===== src/rtl/nibble_serial_alu_ctrl.sv =====
// nibble_serial_alu_ctrl: wide add/subtract sequencer that time-multiplexes
// an external 4-bit arithmeticUnit (au_* ports), one nibble per clock, LSB
// first, chaining carry/borrow between nibbles.
// Optional build macro ZERO_FLAG_EN adds a registered 'zero' result flag.
// DONE spans two cycles: the first arms the done flop, and the second is the
// cycle in which done is high. Starts in either cycle are dropped.
module nibble_serial_alu_ctrl #(
  parameter int NIBBLES = 4
) (
  input  logic                   clk,
  input  logic                   rst_n,
  input  logic                   start,
  input  logic                   op,
  input  logic [4*NIBBLES-1:0]   a_in,
  input  logic [4*NIBBLES-1:0]   b_in,
  input  logic                   carry_in,
  output logic                   busy,
  output logic                   done,
  output logic [4*NIBBLES-1:0]   result,
  output logic                   carry_out,
  output logic                   overflow,
`ifdef ZERO_FLAG_EN
  output logic                   zero,
`endif
  output logic [1:0]             au_opCode,
  output logic [3:0]             au_A,
  output logic [3:0]             au_B,
  output logic                   au_CarryIN,
  input  logic [3:0]             au_add_Y,
  input  logic [3:0]             au_sub_Y,
  input  logic                   au_CarryOUT
);

  localparam int W  = 4 * NIBBLES;
  localparam int IW = (NIBBLES > 1) ? $clog2(NIBBLES) : 1;

  localparam logic [1:0] S_IDLE = 2'd0;
  localparam logic [1:0] S_RUN  = 2'd1;
  localparam logic [1:0] S_DONE = 2'd2;

  logic [1:0]    state_q, state_d;
  logic [IW-1:0] idx_q, idx_d;
  logic          chain_q, chain_d;
  logic          op_q, op_d;
  logic [W-1:0]  a_q, a_d, b_q, b_d;
  logic [W-1:0]  result_q, result_d;
  logic          carry_out_q, carry_out_d;
  logic          overflow_q, overflow_d;
  logic          done_q, done_d;
  logic [3:0]    sel_y;
  logic          run;
  logic          last;
`ifdef ZERO_FLAG_EN
  logic          zero_q, zero_d;
`endif

  assign run  = (state_q == S_RUN);
  assign last = (idx_q == IW'(NIBBLES - 1));

  // Unit drive: only active in RUN so the gated unit outputs read zero elsewhere
  always_comb begin
    au_opCode  = 2'b00;
    au_A       = 4'h0;
    au_B       = 4'h0;
    au_CarryIN = 1'b0;
    if (run) begin
      au_opCode  = op_q ? 2'b10 : 2'b01;
      au_A       = a_q[4*idx_q +: 4];
      au_B       = b_q[4*idx_q +: 4];
      au_CarryIN = chain_q;
    end
  end

  assign sel_y = op_q ? au_sub_Y : au_add_Y;

  // Next-state: capture on start, fold one nibble per RUN cycle, pulse done
  always_comb begin
    state_d     = state_q;
    idx_d       = idx_q;
    chain_d     = chain_q;
    op_d        = op_q;
    a_d         = a_q;
    b_d         = b_q;
    result_d    = result_q;
    carry_out_d = carry_out_q;
    overflow_d  = overflow_q;
    done_d      = 1'b0;
`ifdef ZERO_FLAG_EN
    zero_d      = zero_q;
`endif
    case (state_q)
      S_IDLE: begin
        if (start) begin
          a_d     = a_in;
          b_d     = b_in;
          op_d    = op;
          chain_d = carry_in;
          idx_d   = '0;
          state_d = S_RUN;
        end
      end
      S_RUN: begin
        result_d[4*idx_q +: 4] = sel_y;
        chain_d = au_CarryOUT;
        idx_d   = idx_q + 1'b1;
        if (last) begin
          carry_out_d = au_CarryOUT;
          // Signed overflow from operand/result sign bits; sub flips B's role
          overflow_d  = (op_q ? (a_q[W-1] != b_q[W-1]) : (a_q[W-1] == b_q[W-1]))
                        && (result_d[W-1] != a_q[W-1]);
`ifdef ZERO_FLAG_EN
          zero_d      = (result_d == '0);
`endif
          idx_d   = '0;
          state_d = S_DONE;
        end
      end
      S_DONE: begin
        if (done_q) state_d = S_IDLE;
        else        done_d  = 1'b1;
      end
      default: state_d = S_IDLE;
    endcase
  end

  // State and datapath registers, asynchronously cleared
  always_ff @(posedge clk or negedge rst_n) begin
    if (!rst_n) begin
      state_q     <= S_IDLE;
      idx_q       <= '0;
      chain_q     <= 1'b0;
      op_q        <= 1'b0;
      a_q         <= '0;
      b_q         <= '0;
      result_q    <= '0;
      carry_out_q <= 1'b0;
      overflow_q  <= 1'b0;
      done_q      <= 1'b0;
`ifdef ZERO_FLAG_EN
      zero_q      <= 1'b0;
`endif
    end else begin
      state_q     <= state_d;
      idx_q       <= idx_d;
      chain_q     <= chain_d;
      op_q        <= op_d;
      a_q         <= a_d;
      b_q         <= b_d;
      result_q    <= result_d;
      carry_out_q <= carry_out_d;
      overflow_q  <= overflow_d;
      done_q      <= done_d;
`ifdef ZERO_FLAG_EN
      zero_q      <= zero_d;
`endif
    end
  end

  assign busy      = run;
  assign done      = done_q;
  assign result    = result_q;
  assign carry_out = carry_out_q;
  assign overflow  = overflow_q;
`ifdef ZERO_FLAG_EN
  assign zero      = zero_q;
`endif

endmodule


===== config.mk =====
export PLATFORM = sky130hd
export DESIGN_NAME = nibble_serial_alu_ctrl
export DESIGN_NICKNAME = d
export VERILOG_FILES = /design/src/rtl/nibble_serial_alu_ctrl.sv
export SDC_FILE = /design/constraint.sdc
export NUM_CORES = 1
export LEC_CHECK = 0
export CAP_MARGIN = 20
export CORE_MARGIN = 5
export CORE_UTILIZATION = 43
export DETAILED_ROUTE_END_ITERATION = 16
export PLACE_DENSITY = 0.76
export SETUP_SLACK_MARGIN = 0.3
export SYNTH_ARGS = -nofsm -noshare
export SYNTH_HDL_FRONTEND = slang
export SYNTH_SLANG_ARGS = --single-unit

===== constraint.sdc =====
create_clock -name clk -period 1.9 [get_ports clk]
set_input_delay 0.19 -clock clk [delete_from_list [all_inputs] [get_ports clk]]
set_output_delay 0.19 -clock clk [all_outputs]
set_load 0.02 [all_outputs]

==> metrics.txt <==
routed vias/inst between 5 and 6; cell with the largest stage delay on the worst path sky130_fd_sc_hd__mux4_2; maximum number of pins on one net before global-route repair 37; drt pass-1 iters 4; number of buffers inserted during clock tree synthesis 9; clock-pin slew on the worst setup and hold paths 60 ps; placeable core region ~6000 sq um; starting utilization of the core area 0.448; number of nets produced by synthesis 319; worst slew margin relative to its limit 0.557; GPL Wtd Cong roughly 0.76; I/O pin count between 70 and 80; worst slew pin tran about 650 ps; Crit path required time around 1700 ps; fill cell total of the finished layout ~500; post-route insts no fill about 440; Routed Wire Length roughly 6700 um; post-synthesis cell type with the largest combined area sky130_fd_sc_hd__dfrtp_1; library cells used by synthesis 30; vias in the first global route 2275; HP Class primary input to flip-flop; Avg Cell Area, Syn 10.1 sq um; final critical-path share of the clock period 0.983; critical path's largest stage delay approximately 500 ps; total negative slack 0 ps; most common library cell in the layout ignoring fill and taps sky130_fd_sc_hd__nand2_1; # Max-Cap Violations 0; per-cell routed wire length 15.3 um; count of input and output buffers 76; antenna diode instance count 0; Syn Std Cell Area roughly 2700 sq um; largest buffer count on any clock path 2; Cells after Synth ~270; worst IR drop on VDD roughly 1.1 mV; DP HPWL 4730 um; 1st-iter DRT viols just over 100; setup repair after global routing missed its margin true; die area between 7000 and 8000 sq um; CP arrival roughly 1700 ps; antenna violations before repair 0; minimum clock period around 1900 ps; crit path kind flip-flop to output pin; leading post-synthesis cells by cell area sky130_fd_sc_hd__dfrtp_1, sky130_fd_sc_hd__nand2_1, sky130_fd_sc_hd__mux4_2; chain of cells forming the critical path buf_12, mux4_2, and2_4, buf_6; area share of the largest cell type after synthesis 0.528; outcome complete, no violations; CTS tree built; most frequent cells in the layout sky130_fd_sc_hd__nand2_1, sky130_fd_sc_hd__clkdlybuf4s50_1, sky130_fd_sc_hd__dfrtp_1; Congestion Overflow GR 0; leakage power figure approximately 1.9 nW; final layout net count 410; critical-path maximum fanout 7; Total Power between 7 and 8 mW; Die W approximately 90 um; layout-stage area growth over the synthesis result 47.2%; clock latency reported for the late side of the worst-skew pair about 330 ps; cell area power density 1800 nW/um^2; H-Tree Depth 3; Critical Path End Type output pin; placement row count 28; Clock Sinks 57; maximum clock frequency 0.535 GHz; Via Count about 2.2k; number of nets still failing antenna checks after routing 0; Buffers & Inverters on Critical Path 2; number of endpoints failing setup at the final stage 0; first-pass GRT wire length 10600 um; Final Hold Vio Count 0; register area share after synthesis 0.528; die height a little under 90 um; clock skew after layout ~6.5 ps; Slew Limit Fails 0; drt drc 0; cell total after placement 416; proportion of layout cells with a drive suffix above 1 0.220; count of synthesis-stage warnings from yosys 0; buffer cell driving the clock tree root sky130_fd_sc_hd__clkbuf_8; nature of the critical path startpoint flip-flop; Tot GR Track Use 0.178; kind of cell adding the most delay to the critical path multiplexers; count of state elements after synthesis 57
==> timing repair <==
item	4_1_cts	5_1_grt
pin swaps	10	8
endpoints found under the hold margin	23	0
buffers inserted	2	4
hold buffers	1	0
resized for setup	69	27
setup endpoints to repair	23	30
==> worst paths after layout <==
kind	startpoint	end	slack, ps	cells past startpoint
setup / recovery	idx_q[0]	au_B[0]	30	4
hold / removal	b_in[12]	b_q[12]	380	3
setup reg to reg	idx_q[0]	overflow	240	7
hold reg to reg	done	done	470	1
max in group asynchronous	rst_n	a_q[12]	920	3
min in group asynchronous	rst_n	result[0]	390	2
==> logic make-up after synthesis <==
group,count (synthesis),share of synthesized area
AND/OR/NAND/NOR,148,0.242
flip-flops,57,0.528
AO/OA/AOI/OAI,23,0.0616
buffers and inverters,19,0.0486
multiplexers,15,0.0936
adder cells (fa/ha/maj),5,0.0232
XOR/XNOR,1,0.00324
==> Yosys cell counts <==
cell / n
sky130_fd_sc_hd__ha_1: 5
sky130_fd_sc_hd__a32oi_1: 1
sky130_fd_sc_hd__o21ai_0: 5
sky130_fd_sc_hd__clkbuf_2: 1
sky130_fd_sc_hd__nor3b_4: 1
sky130_fd_sc_hd__mux2i_1: 5
sky130_fd_sc_hd__a2bb2oi_1: 1
sky130_fd_sc_hd__or3b_1: 1
sky130_fd_sc_hd__nand2b_1: 2
sky130_fd_sc_hd__buf_2: 5
sky130_fd_sc_hd__nand4b_1: 1
sky130_fd_sc_hd__buf_6: 7
sky130_fd_sc_hd__xnor2_1: 1
sky130_fd_sc_hd__nor3b_2: 1
sky130_fd_sc_hd__a22oi_1: 1
sky130_fd_sc_hd__dfrtp_1: 57
sky130_fd_sc_hd__mux2_2: 2
sky130_fd_sc_hd__o31ai_1: 10
sky130_fd_sc_hd__and2_1: 10
sky130_fd_sc_hd__nor2b_1: 2
sky130_fd_sc_hd__mux4_2: 8
sky130_fd_sc_hd__nor2_1: 1
sky130_fd_sc_hd__nand3_1: 5
sky130_fd_sc_hd__nand3b_1: 5
sky130_fd_sc_hd__clkbuf_1: 2
sky130_fd_sc_hd__nand2_1: 118
sky130_fd_sc_hd__o41ai_1: 4
sky130_fd_sc_hd__a31oi_1: 1
sky130_fd_sc_hd__nor3b_1: 1
sky130_fd_sc_hd__inv_1: 4
==> routing by layer <==
layer  track usage  vias up  routed length [um]
li1              -     1078                   -
met5             0        -                   0
met4        0.0758        0                 112
met3        0.0461       12                 528
met2         0.305       79                3300
met1         0.212     1055                2750
==> worst reg2reg max path, delay by kind of cell (launching register included) <==
family | cells | cell delay [ps]
DFF | 1 | 410
buffers and inverters | 3 | 350
and+or+nand+nor | 1 | 260
adders and majority gates | 1 | 250
AOI/OAI and AO/OA | 1 | 140
muxes | 1 | 130
==> sequential cells by signal (all words and copies together) (netlist names) <==
name and cells:
op_q 1, result 16, chain_q 1, carry_out 1
a_q 16, done 1, b_q 16, state_q 2
overflow 1, idx_q 2
==> per-stage QoR <==
stage          instance area (sq um)  hold WS, ps  setup slack (ps)   util
3_3_place_gp                    3600          216            -0.987  0.597
2_1_floorplan                   2730         -106               260      -
3_5_place_dp                    3600          219             -34.5  0.597
5_1_grt                         3980          382             -24.6  0.660
6_report                        3980          381              32.2  0.660
4_1_cts                         3850          369              28.9  0.640
==> report_power, final <==
part           leakage (nW)  switching (mW)  internal (mW)
Combinational          1.04            1.97           1.94
Clock                 0.102           0.461          0.666
Sequential            0.725           0.347           1.77
==> layout make-up <==
type / count / area (sq um) / share of cell area
Tap cell: 75 / 93.8 / 0.0236
Clock buffer: 12 / 155 / 0.0390
Sequential cell: 57 / 1430 / 0.359
Inverter: 4 / 30.0 / 0.00755
Timing Repair Buffer: 95 / 965 / 0.243
Multi-Input combinational cell: 192 / 1270 / 0.318
Clock inverter: 3 / 40.0 / 0.0101
No activity file was read; power rests on OpenSTA's default activity.
